### src/rtl/uart_frame_parser_if.sv
// Payload byte stream from the frame parser to the command logic.
// Valid/ready handshake with an end-of-packet marker.
interface uart_frame_parser_if #(
    parameter int data_width = 8
) ();
    logic [data_width-1:0] o_data;
    logic                  o_valid;
    logic                  i_ready;
    logic                  o_last;

    modport master (
        output o_data,
        output o_valid,
        output o_last,
        input  i_ready
    );

    modport slave (
        input  o_data,
        input  o_valid,
        input  o_last,
        output i_ready
    );
endinterface

### src/rtl/uart_frame_parser.sv
// Frame parser: header pair, LEN, payload, XOR checksum.
// Good payloads are buffered and replayed on a valid/ready stream.
module uart_frame_parser #(
    parameter int                    data_width     = 8,
    parameter int                    max_payload    = 16,
    parameter logic [data_width-1:0] head0          = 8'h55,
    parameter logic [data_width-1:0] head1          = 8'hAA,
    parameter int                    timeout_cycles = 52080
) (
    input  logic                  i_clk,
    input  logic                  i_rst_n,
    input  logic [data_width-1:0] i_rx_data,
    input  logic                  i_rx_valid,
    uart_frame_parser_if.master   out_if,
    output logic                  o_frame_ok,
    output logic                  o_frame_err,
    output logic                  o_overrun,
    output logic                  o_busy
);

    localparam int IW = (max_payload > 1) ? $clog2(max_payload) : 1;
    localparam int TW = (timeout_cycles > 2) ? $clog2(timeout_cycles) : 1;
    localparam logic [data_width-1:0] MAXP = data_width'(max_payload);
    localparam logic [TW-1:0] TMAX = TW'(timeout_cycles - 1);

    typedef enum logic [2:0] {
        S_IDLE,
        S_HEAD1,
        S_LEN,
        S_PAYLOAD,
        S_CHECK,
        S_OUTPUT
    } state_t;

    state_t                state_q, state_d;
    logic [data_width-1:0] len_q, len_d;
    logic [data_width-1:0] chk_q, chk_d;
    logic [data_width-1:0] idx_q, idx_d;
    logic [data_width-1:0] rd_q, rd_d;
    logic [data_width-1:0] rd_n;
    logic [TW-1:0]         tmo_q, tmo_d;
    logic [data_width-1:0] data_q, data_d;
    logic                  valid_q, valid_d;
    logic                  last_q, last_d;
    logic                  ok_q, ok_d;
    logic                  err_q, err_d;
    logic                  ovr_q, ovr_d;
    logic                  busy_q, busy_d;
    logic                  wr_en;
    logic                  timed;
    logic [data_width-1:0] buf_q [max_payload];

    // Next-state, checksum, timeout and output-register logic.
    always_comb begin
        state_d = state_q;
        len_d   = len_q;
        chk_d   = chk_q;
        idx_d   = idx_q;
        rd_d    = rd_q;
        tmo_d   = '0;
        data_d  = data_q;
        valid_d = valid_q;
        last_d  = last_q;
        ok_d    = 1'b0;
        err_d   = 1'b0;
        ovr_d   = 1'b0;
        wr_en   = 1'b0;
        rd_n    = rd_q + 1'b1;
        timed   = (state_q == S_HEAD1) || (state_q == S_LEN) ||
                  (state_q == S_PAYLOAD) || (state_q == S_CHECK);

        // A byte in the same cycle always beats the timeout.
        if (timed && !i_rx_valid) begin
            if (tmo_q == TMAX) begin
                err_d   = 1'b1;
                state_d = S_IDLE;
            end else begin
                tmo_d = tmo_q + 1'b1;
            end
        end

        unique case (state_q)
            S_IDLE: begin
                if (i_rx_valid && i_rx_data == head0)
                    state_d = S_HEAD1;
            end
            S_HEAD1: begin
                if (i_rx_valid) begin
                    if (i_rx_data == head1)
                        state_d = S_LEN;
                    else if (i_rx_data == head0)
                        state_d = S_HEAD1;
                    else
                        state_d = S_IDLE;
                end
            end
            S_LEN: begin
                if (i_rx_valid) begin
                    len_d = i_rx_data;
                    chk_d = i_rx_data;
                    if (i_rx_data == '0 || i_rx_data > MAXP) begin
                        err_d   = 1'b1;
                        state_d = S_IDLE;
                    end else begin
                        idx_d   = '0;
                        state_d = S_PAYLOAD;
                    end
                end
            end
            S_PAYLOAD: begin
                if (i_rx_valid) begin
                    wr_en = 1'b1;
                    chk_d = chk_q ^ i_rx_data;
                    idx_d = idx_q + 1'b1;
                    if (idx_q == len_q - 1'b1)
                        state_d = S_CHECK;
                end
            end
            S_CHECK: begin
                if (i_rx_valid) begin
                    if (i_rx_data == chk_q) begin
                        ok_d    = 1'b1;
                        rd_d    = '0;
                        valid_d = 1'b1;
                        data_d  = buf_q[0];
                        last_d  = (len_q == 1);
                        state_d = S_OUTPUT;
                    end else begin
                        err_d   = 1'b1;
                        state_d = S_IDLE;
                    end
                end
            end
            S_OUTPUT: begin
                ovr_d = i_rx_valid;
                if (valid_q && out_if.i_ready) begin
                    if (last_q) begin
                        valid_d = 1'b0;
                        last_d  = 1'b0;
                        state_d = S_IDLE;
                    end else begin
                        rd_d   = rd_n;
                        data_d = buf_q[rd_n[IW-1:0]];
                        last_d = (rd_n == len_q - 1'b1);
                    end
                end
            end
            default: state_d = S_IDLE;
        endcase

        busy_d = (state_d != S_IDLE);
    end

    // State and output registers; reset aborts any frame in flight.
    always_ff @(posedge i_clk or negedge i_rst_n) begin
        if (!i_rst_n) begin
            state_q <= S_IDLE;
            len_q   <= '0;
            chk_q   <= '0;
            idx_q   <= '0;
            rd_q    <= '0;
            tmo_q   <= '0;
            data_q  <= '0;
            valid_q <= 1'b0;
            last_q  <= 1'b0;
            ok_q    <= 1'b0;
            err_q   <= 1'b0;
            ovr_q   <= 1'b0;
            busy_q  <= 1'b0;
        end else begin
            state_q <= state_d;
            len_q   <= len_d;
            chk_q   <= chk_d;
            idx_q   <= idx_d;
            rd_q    <= rd_d;
            tmo_q   <= tmo_d;
            data_q  <= data_d;
            valid_q <= valid_d;
            last_q  <= last_d;
            ok_q    <= ok_d;
            err_q   <= err_d;
            ovr_q   <= ovr_d;
            busy_q  <= busy_d;
        end
    end

    // Payload buffer; contents need no reset.
    always_ff @(posedge i_clk) begin
        if (wr_en)
            buf_q[idx_q[IW-1:0]] <= i_rx_data;
    end

    assign out_if.o_data  = data_q;
    assign out_if.o_valid = valid_q;
    assign out_if.o_last  = last_q;
    assign o_frame_ok     = ok_q;
    assign o_frame_err    = err_q;
    assign o_overrun      = ovr_q;
    assign o_busy         = busy_q;

endmodule

### src/flat_wrapper.sv
// flat-port wrapper written by rule: the top's interface ports become plain ports
module uart_frame_parser_flat 
#(
    parameter int                    data_width     = 8,
    parameter int                    max_payload    = 16,
    parameter logic [data_width-1:0] head0          = 8'h55,
    parameter logic [data_width-1:0] head1          = 8'hAA,
    parameter int                    timeout_cycles = 52080
)
  (i_clk, i_rst_n, i_rx_data, i_rx_valid, o_frame_ok, o_frame_err, o_overrun, o_busy, out_if_o_data, out_if_o_valid, out_if_o_last, out_if_i_ready);
  uart_frame_parser_if #(.data_width(data_width)) out_if_i ();
  input  logic i_clk;
  input  logic i_rst_n;
  input  logic [data_width-1:0] i_rx_data;
  input  logic i_rx_valid;
  output logic o_frame_ok;
  output logic o_frame_err;
  output logic o_overrun;
  output logic o_busy;
  output wire logic [$bits(out_if_i.o_data)-1:0] out_if_o_data;
  output wire logic [$bits(out_if_i.o_valid)-1:0] out_if_o_valid;
  output wire logic [$bits(out_if_i.o_last)-1:0] out_if_o_last;
  input wire logic [$bits(out_if_i.i_ready)-1:0] out_if_i_ready;
  assign out_if_o_data = out_if_i.o_data;
  assign out_if_o_valid = out_if_i.o_valid;
  assign out_if_o_last = out_if_i.o_last;
  assign out_if_i.i_ready = out_if_i_ready;
  uart_frame_parser #(.data_width(data_width), .max_payload(max_payload), .head0(head0), .head1(head1), .timeout_cycles(timeout_cycles)) u_core (.i_clk(i_clk), .i_rst_n(i_rst_n), .i_rx_data(i_rx_data), .i_rx_valid(i_rx_valid), .out_if(out_if_i), .o_frame_ok(o_frame_ok), .o_frame_err(o_frame_err), .o_overrun(o_overrun), .o_busy(o_busy));
endmodule
### config.mk
export PLATFORM = sky130hd
export DESIGN_NAME = uart_frame_parser_flat
export DESIGN_NICKNAME = d
export VERILOG_FILES = /design/src/rtl/uart_frame_parser_if.sv /design/src/rtl/uart_frame_parser.sv /design/src/flat_wrapper.sv
export SDC_FILE = /design/constraint.sdc
export NUM_CORES = 1
export LEC_CHECK = 0
export ABC_AREA = 1
export CAP_MARGIN = 20
export CORE_UTILIZATION = 39
export CTS_CLUSTER_DIAMETER = 80
export DETAILED_ROUTE_END_ITERATION = 10
export SKIP_CTS_REPAIR_TIMING = 1
export SYNTH_ARGS = -nofsm -noshare
export SYNTH_HDL_FRONTEND = slang
export SYNTH_SLANG_ARGS = --single-unit
export TNS_END_PERCENT = 1
### constraint.sdc
create_clock -name i_clk -period 3.1 [get_ports i_clk]
set_input_delay 0.31 -clock i_clk [delete_from_list [all_inputs] [get_ports i_clk]]
set_output_delay 0.31 -clock i_clk [all_outputs]
set_load 0.02 [all_outputs]
==> flow_metrics.env, run 1 <==
export IMPL_synth_mux_area_share_pct=0
export IMPL_synthTopCellsByArea="edfxtp_1, dfrtp_1, nand2_1"
export IMPL_wire_per_inst_um=18.3
export IMPL_hold_path_class="in2async"
export IMPL_required_ns=3.25
export IMPL_rsz0062_at_grt="false"
export IMPL_viasPerCell=5.30
export IMPL_synth_top_family_by_area="simple AND/OR/NAND/NOR gates"
export IMPL_synth_area_leader_cell="edfxtp_1"
export IMPL_syn_area_per_cell_um2=10.2
export IMPL_grt_ovfl_total=0
export IMPL_yosys_most_used_dff="edfxtp_1"
export IMPL_drive_gt1_share_pct=11.6
export IMPL_cts_sinks=193
export IMPL_yosysTopAreaCellShare_pct=42.9
export IMPL_vias=6486
export IMPL_cts_buffer_depth=2
export IMPL_stdcell_area_um2=10300
export IMPL_violations="negative hold slack"
export IMPL_end_kind="flip-flop"
export IMPL_io_pins=26
export IMPL_tightest_slew_ns=0.859
export IMPL_finalSetupViolCount=0
export IMPL_grt_max_degree=66
export IMPL_synth_compound_area_share_pct=11.4
export IMPL_routed_wl_mm=22.4
export IMPL_nNetsFinal=946
export IMPL_cts_buffers=17
export IMPL_crit_type="reg2reg"
export IMPL_ir_drop_mv=0.329
export IMPL_dpl_hpwl_mm=15.2
export IMPL_synth_adder_area_share_pct=1.12
export IMPL_synth_simple_area_share_pct=18.3
export IMPL_cap_violations=0
export IMPL_cp_start_kind="flip-flop"
export IMPL_die_area_um2=23600
export IMPL_fin_util_pct=45.6
export IMPL_syn_area_um2=8960
export IMPL_row_count=55
export IMPL_dp_cells=1192
export IMPL_cts_tree="built"
export IMPL_hold_viol_final=35
export IMPL_port_buffers=25
export IMPL_final_setup_skew_ns=0.0187
export IMPL_ys_types=46
export IMPL_ant_nets=0
export IMPL_grt_pass1_vias=6304
export IMPL_grt_first_pass_wirelength_mm=35.3
export IMPL_cts_root_buffer_cell="clkbuf_16"
export IMPL_yosys_warnings=0
export IMPL_synth_edf_count=128
export IMPL_status="complete, but fails checks"
export IMPL_total_power_mw=7.01
export IMPL_powerDensity_nw_per_um2=682
export IMPL_drc_errors=0
export IMPL_drtIter0Drc=489
export IMPL_slew_violations=0
export IMPL_leakagePower_nw=3.90
export IMPL_synth_seq_cells=193
export IMPL_die_height_um=154
export IMPL_final_cells=1224
export IMPL_grt_use_total_pct=19.8
export IMPL_synth_nets=897
export IMPL_fmax_mhz=431
export IMPL_start_util_pct=39.7
export IMPL_clkTransAtPathRegs_ns=0.08
export IMPL_holdWs_ns=-0.0120
export IMPL_gp_congestion=0.828
export IMPL_yosysSeqAreaShare_pct=61.0
export IMPL_place_area_um2=9690
export IMPL_tns_ns=0
export IMPL_cts_htree_levels=4
export IMPL_dr_pass1_iters=5
export IMPL_antenna_found_initial=0
export IMPL_relSlewSlack_pct=42.8
export IMPL_synth_xor_area_share_pct=3.24
export IMPL_async_flop_share_pct=33.7
export IMPL_arrival_ns=2.47
export IMPL_coreArea_um2=22600
export IMPL_synth_common_cells="nand2_1, edfxtp_1, nor2_1"
export IMPL_crit_fanout=8
export IMPL_synth_most_common_cell="nand2_1"
export IMPL_die_w_um=154
export IMPL_syn_to_final_growth_pct=14.7
export IMPL_insertion_delay_ns=0.44
export IMPL_finalWorstPathRequiredPeriod_ns=2.32
export IMPL_syn_inst=877
export IMPL_fin_crit_sh_pct=74.9
export IMPL_antennaDiodeCount=0
## critical path: stages, from the launching register on
cell,delay [ns]
dfrtp_1,0.42
inv_1,0.09
nor2_1,0.09
inv_1,0.12
nor3_1,0.59
nand2_1,0.33
nor2_1,0.18
buf_4,0.20
## sequential cells by signal (all words and copies together) (netlist names), 3 cells and up
name	cells
u_core.state_q	3
u_core.chk_q	8
u_core.len_q	8
u_core.buf_q	128
u_core.rd_q	8
u_core.out_if.o_data	8
u_core.tmo_q	16
u_core.idx_q	8
## per-stage QoR
stage | setup WS [ns] | hold slack (ns)
after floorplan | 1.21 | 0.0144
after global placement | 0.479 | 0.443
after detailed placement | 0.505 | 0.458
after CTS | 0.793 | 0.0171
after global routing | 0.611 | 0.0443
final | 0.777 | -0.0120
## layer usage
| layer | vias to the layer above | share of wire [%] | wire, µm | GRT usage, % |
|---|---|---|---|---|
| li1 | 3145 | - | - | - |
| met1 | 3134 | 45 | 10000 | 26.8 |
| met2 | 177 | 48 | 10700 | 32.2 |
| met3 | 30 | 5.2 | 1170 | 3.41 |
| met4 | 0 | 2.2 | 490 | 6.86 |
| met5 | - | 0 | 0 | 0 |
## kinds of logic (layout without fill, tap and decap cells)
logic type / Yosys count / count (layout)
AOI/OAI and AO/OA: 173 / 173
xor gates and xnor gates: 31 / 31
adders and majority gates: 8 / 8
buffers and inverters: 105 / 167
DFF: 193 / 193
and+or+nand+nor: 367 / 367
## path summary, 6_finish.rpt
path | start | endpoint | slack (ns) | depth (start not counted)
setup / recovery | u_core.state_q[1] | u_core.buf_q[6][5] | 0.78 | 7
hold / removal | i_rst_n | u_core.tmo_q[13] | -0.01 | 1
setup reg to reg | u_core.state_q[1] | u_core.buf_q[6][5] | 0.78 | 7
hold reg to reg | u_core.tmo_q[0] | u_core.tmo_q[0] | 0.46 | 1
max in group asynchronous | i_rst_n | u_core.rd_q[0] | 2.52 | 1
min in group i_clk | u_core.tmo_q[0] | u_core.tmo_q[0] | 0.46 | 1
## power breakdown
group / internal (mW) / switching [mW]
clock network: 1.15 / 1.07
registers: 3.00 / 0.265
logic: 0.560 / 0.967
total: 4.71 / 2.30
## cell type report
cell class	count	area, µm²
clock buffer	18	429
clock inverter	14	161
fill	2139	12300
inverter	75	282
multi-input combinational	579	3060
sequential	193	5470
tap	285	357
timing repair buffer	60	523
## cells in the final DEF (no fill, tap or decap), types with 10 or more instances in the layout
cell type,instances
edfxtp_1,128
a21oi_1,26
nand3_1,52
o21ai_0,90
nor3_1,13
clkdlybuf4s50_1,24
xor2_1,19
inv_1,66
dfrtp_1,64
buf_4,35
nor2_1,121
o21ai_1,11
nand2_1,135
clkbuf_16,17
xnor2_1,11
nand4_1,10
o221ai_1,25
No activity file was read; power rests on OpenSTA's default activity.
==> inputs of run 2 (changes only) <==
clock period = 2.2 ns   (was 3.1 ns; I/O delays follow)
==> run 2 against run 1 <==
Net effect:
- the run now ends clean
- first-iteration DRC count decreased by 12%
- die area unchanged
- clock skew decreased by 0.0068 ns
- cell count increased by 3.4%
- core utilization increased by 1.7 points
- non-clock buffer count increased by 43
- count of clock-buffer cells in the layout unchanged
- critical path depth increased by 1
- sequential power increased by 39%
- register-to-register slack got worse by 0.67 ns
- via count increased by 1.7%
- critical path type unchanged
- highest routed layer unchanged
==> flow_metrics.env, run 2 (synthesis gave the netlist of run 1 again) <==
export IMPL_status="complete, no violations"
export IMPL_wire_per_inst_um=17.8
export IMPL_crit_chain="ha_1 > buf_6 > o21ai_0 > o221ai_1 > nand3_1 > nand3_1 > o21ai_0 > o21ai_1"
export IMPL_viasPerCell=5.21
export IMPL_die_w_um=154
export IMPL_ant_nets=0
export IMPL_clkTransAtPathRegs_ns=0.07
export IMPL_cap_violations=0
export IMPL_slew_violations=0
export IMPL_die_height_um=154
export IMPL_hold_viol_final=0
export IMPL_syn_to_final_growth_pct=19.0
export IMPL_drc_errors=0
export IMPL_grt_ovfl_total=0
export IMPL_cts_buffer_depth=2
export IMPL_nNetsFinal=989
export IMPL_hold_path_class="in2async"
export IMPL_row_count=55
export IMPL_coreArea_um2=22600
export IMPL_cp_start_kind="flip-flop"
export IMPL_crit_family="compound AO/OA/AOI/OAI gates"
export IMPL_tightest_slew_ns=0.566
export IMPL_tns_ns=0
export IMPL_dpl_hpwl_mm=15.6
export IMPL_cts_buffers=17
export IMPL_crit_buf_inv=1
export IMPL_grt_first_pass_wirelength_mm=35.4
export IMPL_final_cell_mix="nand2_1, edfxtp_1, nor2_1, o21ai_0, buf_4"
export IMPL_crit_slowest_cell="dfrtp_2"
export IMPL_switching_power_mw=3.19
export IMPL_leakagePower_nw=4.13
export IMPL_crit_fanout=22
export IMPL_cts_tree="built"
export IMPL_rsz0062_at_grt="false"
export IMPL_required_ns=2.55
export IMPL_crit_type="reg2reg"
export IMPL_cts_htree_levels=4
export IMPL_io_pins=26
export IMPL_end_kind="flip-flop"
export IMPL_antenna_found_initial=0
export IMPL_insertion_delay_ns=0.43
export IMPL_largest_register_ffs=128
export IMPL_combPwrFrac_pct=23.1
export IMPL_grt_pass1_vias=6568
export IMPL_finalWorstPathRequiredPeriod_ns=2.10
export IMPL_drive_gt1_share_pct=15.6
export IMPL_grt_use_total_pct=19.8
export IMPL_seqPwrFrac_pct=45.7
export IMPL_fin_crit_sh_pct=95.3
export IMPL_cts_sinks=193
export IMPL_finalSetupViolCount=0
export IMPL_stdcell_area_um2=10700
export IMPL_port_buffers=25
export IMPL_place_area_um2=10000
export IMPL_antennaDiodeCount=0
export IMPL_dr_pass1_iters=5
export IMPL_gp_congestion=0.824
export IMPL_powerDensity_nw_per_um2=936
export IMPL_final_setup_skew_ns=0.0118
export IMPL_grt_max_degree=78
export IMPL_clockPowerShare_pct=31.2
export IMPL_fmax_mhz=477
export IMPL_start_util_pct=39.7
export IMPL_die_area_um2=23600
export IMPL_mostFrequentLayoutCell="nand2_1"
export IMPL_drtIter0Drc=431
export IMPL_ir_drop_mv=0.485
export IMPL_slowest_delay_ns=0.43
export IMPL_vias=6598
export IMPL_cts_root_buffer_cell="clkbuf_16"
export IMPL_internal_power_mw=6.80
export IMPL_relSlewSlack_pct=62.1
export IMPL_routed_wl_mm=22.6
export IMPL_arrival_ns=2.45
export IMPL_p_sw_share_pct=31.9
## run 2: cell types whose count changed in the layout (fill, tap and decap cells not counted), moves of 2 or more
cell	before	now
inv_8	3	5
buf_4	35	72
buf_12	1	4
buf_6	0	2
inv_6	5	3
## run 2: metal layers
layer	wire length [µm]	up-vias	global-route usage [%]	share of wire [%]
met3	878	26	3.44	3.9
met4	433	0	6.67	1.9
met1	9730	3185	24.5	43
met5	0	-	0	0
li1	-	3226	-	-
met2	11500	161	34.8	51
## run 2: metrics by stage
stage | hold WS (ns) | setup slack, ns | power (mW) | utilization (%) | std cells
after CTS | -0.207 | 0.0706 | 10.1 | 47.1 | 1265
after floorplan | -0.0756 | 0.310 | 6.02 | - | 877
after global placement | 0.241 | 0.000252 | 6.92 | 44.5 | 1234
after detailed placement | 0.247 | -0.0726 | 6.95 | 44.5 | 1234
after global routing | 0.376 | 0.000773 | 10.5 | 47.3 | 1266
final | 0.315 | 0.104 | 9.99 | 47.3 | 1266
## run 2: layout make-up
type | instances | area [µm²]
Fill cell | 2111 | 11900
Timing Repair Buffer | 103 | 893
Tap cell | 285 | 357
Multi-Input combinational cell | 579 | 3070
Clock inverter | 13 | 163
Sequential cell | 193 | 5470
Inverter | 75 | 284
Clock buffer | 18 | 429
## run 2: worst reg2reg max path: stages (launching register included)
cell and delay [ns]:
dfrtp_2 0.43, ha_1 0.39, buf_6 0.24, o21ai_0 0.12, o221ai_1 0.24, nand3_1 0.18
nand3_1 0.11, o21ai_0 0.15, o21ai_1 0.16
## run 2: power by group through the flow
stage	sequential (mW)	combinational, mW	clock, mW
2_1_floorplan	4.65	1.37	0
3_3_place_gp	4.63	2.28	0
3_5_place_dp	4.64	2.32	0
4_1_cts	4.56	2.33	3.18
5_1_grt	4.60	2.60	3.32
6_report	4.56	2.31	3.11
## run 2: path summary, 6_finish.rpt
| kind | startpoint | to | slack (ns) | cells after the start |
|---|---|---|---|---|
| max in group asynchronous | i_rst_n | u_core.chk_q[3] | 1.22 | 3 |
| worst max-delay path | u_core.rd_q[0] | u_core.out_if.o_data[0] | 0.10 | 8 |
| min in group i_clk | u_core.out_if.o_data[2] | u_core.out_if.o_data[2] | 0.49 | 2 |
| worst min register to register | u_core.out_if.o_data[2] | u_core.out_if.o_data[2] | 0.49 | 2 |
| worst min-delay path | i_rst_n | u_core.out_if.o_last | 0.31 | 2 |
| worst max register to register | u_core.rd_q[0] | u_core.out_if.o_data[0] | 0.10 | 8 |
==> inputs of run 3 (changes only) <==
clock period = 2.09 ns   (was 2.2 ns; I/O delays follow)
==> run 3 against run 2 <==
Net effect:
- fmax rose by 5.0%
- first-iteration DRC count rose by 14%
- sequential share of layout area fell by 0.90 points
- sequential power rose by 5.5%
- cell count rose by 1.2%
- die area did not move
- clock skew rose by 0.0039 ns
- largest cell class unchanged
==> flow_metrics.env, run 3 (synthesis gave the netlist of run 1 again) <==
export IMPL_setup_slack_ns=0.0933
export IMPL_worstReg2RegEnd="u_core.o_busy"
export IMPL_antennaDiodeCount=0
export IMPL_dpl_hpwl_mm=15.7
export IMPL_fin_util_pct=48.1
export IMPL_clkTransAtPathRegs_ns=0.08
export IMPL_tightest_slew_ns=0.589
export IMPL_cts_htree_levels=4
export IMPL_crit_slowest_cell="dfrtp_1"
export IMPL_required_ns=2.41
export IMPL_status="complete, no violations"
export IMPL_cts_tree="built"
export IMPL_fin_crit_sh_pct=95.5
export IMPL_antenna_found_initial=0
export IMPL_die_area_um2=23600
export IMPL_rsz0062_at_grt="true"
export IMPL_grt_use_met3_pct=3.41
export IMPL_final_cells=1281
export IMPL_place_ws_ns=-0.156
export IMPL_cp_start_kind="flip-flop"
export IMPL_gp_congestion=0.870
export IMPL_nNetsFinal=1003
export IMPL_dp_cells=1246
export IMPL_slowest_delay_ns=0.37
export IMPL_die_w_um=154
export IMPL_routed_wl_mm=22.8
export IMPL_drtIter0Drc=493
export IMPL_r2r_start="u_core.len_q[1]"
export IMPL_port_buffers=25
export IMPL_met2_usage_pct=35.5
export IMPL_place_area_um2=10100
export IMPL_grt_use_total_pct=20.1
export IMPL_cts_root_buffer_cell="clkbuf_16"
export IMPL_final_cell_mix="nand2_1, edfxtp_1, nor2_1, o21ai_0, buf_4"
export IMPL_mostFrequentLayoutCell="nand2_1"
export IMPL_r2r_cells=14
export IMPL_die_height_um=154
export IMPL_powerDensity_nw_per_um2=982
export IMPL_finalWorstPathRequiredPeriod_ns=2.00
export IMPL_start_util_pct=39.7
export IMPL_grt_max_degree=48
export IMPL_slew_violations=0
export IMPL_stdcell_area_um2=10900
export IMPL_relSlewSlack_pct=60.7
export IMPL_ir_drop_mv=0.524
export IMPL_final_setup_skew_ns=0.0158
export IMPL_cap_violations=0
export IMPL_crit_type="reg2reg"
export IMPL_grt_first_pass_wirelength_mm=35.9
export IMPL_hold_path_class="in2async"
export IMPL_syn_to_final_growth_pct=21.1
export IMPL_vias=6635
export IMPL_rrSetupSlack_ns=0.09
export IMPL_io_pins=26
export IMPL_finalSetupViolCount=0
export IMPL_leakagePower_nw=4.18
export IMPL_crit_chain="inv_2 > ha_4 > nand2_2 > nand2_2 > nand2_1 > nand2_1 > nor2_2 > nand3_1 > nor2_1 > nand3_1 > nand2_2 > nand2_1 > a21oi_2 > nand3_1"
export IMPL_largest_register_ffs=128
export IMPL_grt_pass1_vias=6722
export IMPL_end_kind="flip-flop"
export IMPL_fmax_mhz=501
export IMPL_busiest_layer="met2"
export IMPL_crit_fanout=4
export IMPL_use_met1_pct=24.7
export IMPL_arrival_ns=2.32
export IMPL_dr_pass1_iters=7
export IMPL_cts_buffers=17
export IMPL_ant_nets=0
export IMPL_drive_gt1_share_pct=18.2
export IMPL_insertion_delay_ns=0.45
export IMPL_wire_per_inst_um=17.8
export IMPL_grt_ovfl_total=0
export IMPL_hold_viol_final=0
export IMPL_viasPerCell=5.18
export IMPL_cts_buffer_depth=2
export IMPL_coreArea_um2=22600
export IMPL_drc_errors=0
export IMPL_cts_sinks=193
export IMPL_row_count=55
run 3: cell count changes in the layout (fill, tap and decap cells not counted), sizes merged:
cell      change
buf          +13
inv           -3
clkinvlp      +2
clkinv        +4
o21ai         +1
bufinv        -1
clkbuf        -1
run 3: metrics by stage:
stage | total power [mW] | setup TNS (ns) | hold WS, ns
detailed placement | 7.30 | -2.19 | 0.227
global route | 11.2 | -0.0781 | 0.321
global placement | 7.26 | -1.53 | 0.228
CTS | 10.6 | -0.00703 | -0.240
floorplan | 6.34 | 0 | -0.0866
finish | 10.7 | 0 | 0.287
run 3: where the power goes:
part	switching [mW]	internal (mW)	leakage, nW
clock network	1.67	1.63	0.290
logic	1.52	1.03	1.90
registers	0.360	4.45	2.00
run 3: layout make-up:
type | instances | area [µm²]
fill | 2070 | 11700
tap | 285 | 357
clock buffer | 17 | 425
multi-input combinational | 580 | 3130
clock inverter | 15 | 190
timing repair buffer | 116 | 998
inverter | 75 | 284
sequential | 193 | 5470
run 3: worst max path at each step:
stage | from | to | slack [ns]
4_1_cts | u_core.rd_q[0] | u_core.out_if.o_data[0] | -0.004
2_1_floorplan | u_core.state_q[2] | u_core.buf_q[4][0] | 0.20
5_1_grt | u_core.len_q[1] | u_core.o_busy | -0.05
3_5_place_dp | i_rx_data[2] | u_core.rd_q[2] | -0.16
3_3_place_gp | i_rx_data[2] | u_core.rd_q[2] | -0.11
6_report | u_core.len_q[1] | u_core.o_busy | 0.09
run 3: layer usage:
layer | routed length [µm] | up-vias
met4 | 513 | 0
met3 | 830 | 34
met5 | 0 | -
met2 | 11600 | 134
met1 | 9850 | 3202
li1 | - | 3265
run 3: critical path: cells and delay by family (launching register included):
family / cells / cell delay, ns
AND/OR/NAND/NOR: 11 / 1.08
flip-flops: 1 / 0.37
AO/OA/AOI/OAI: 1 / 0.20
adder cells (fa/ha/maj): 1 / 0.16
buffers and inverters: 1 / 0.06
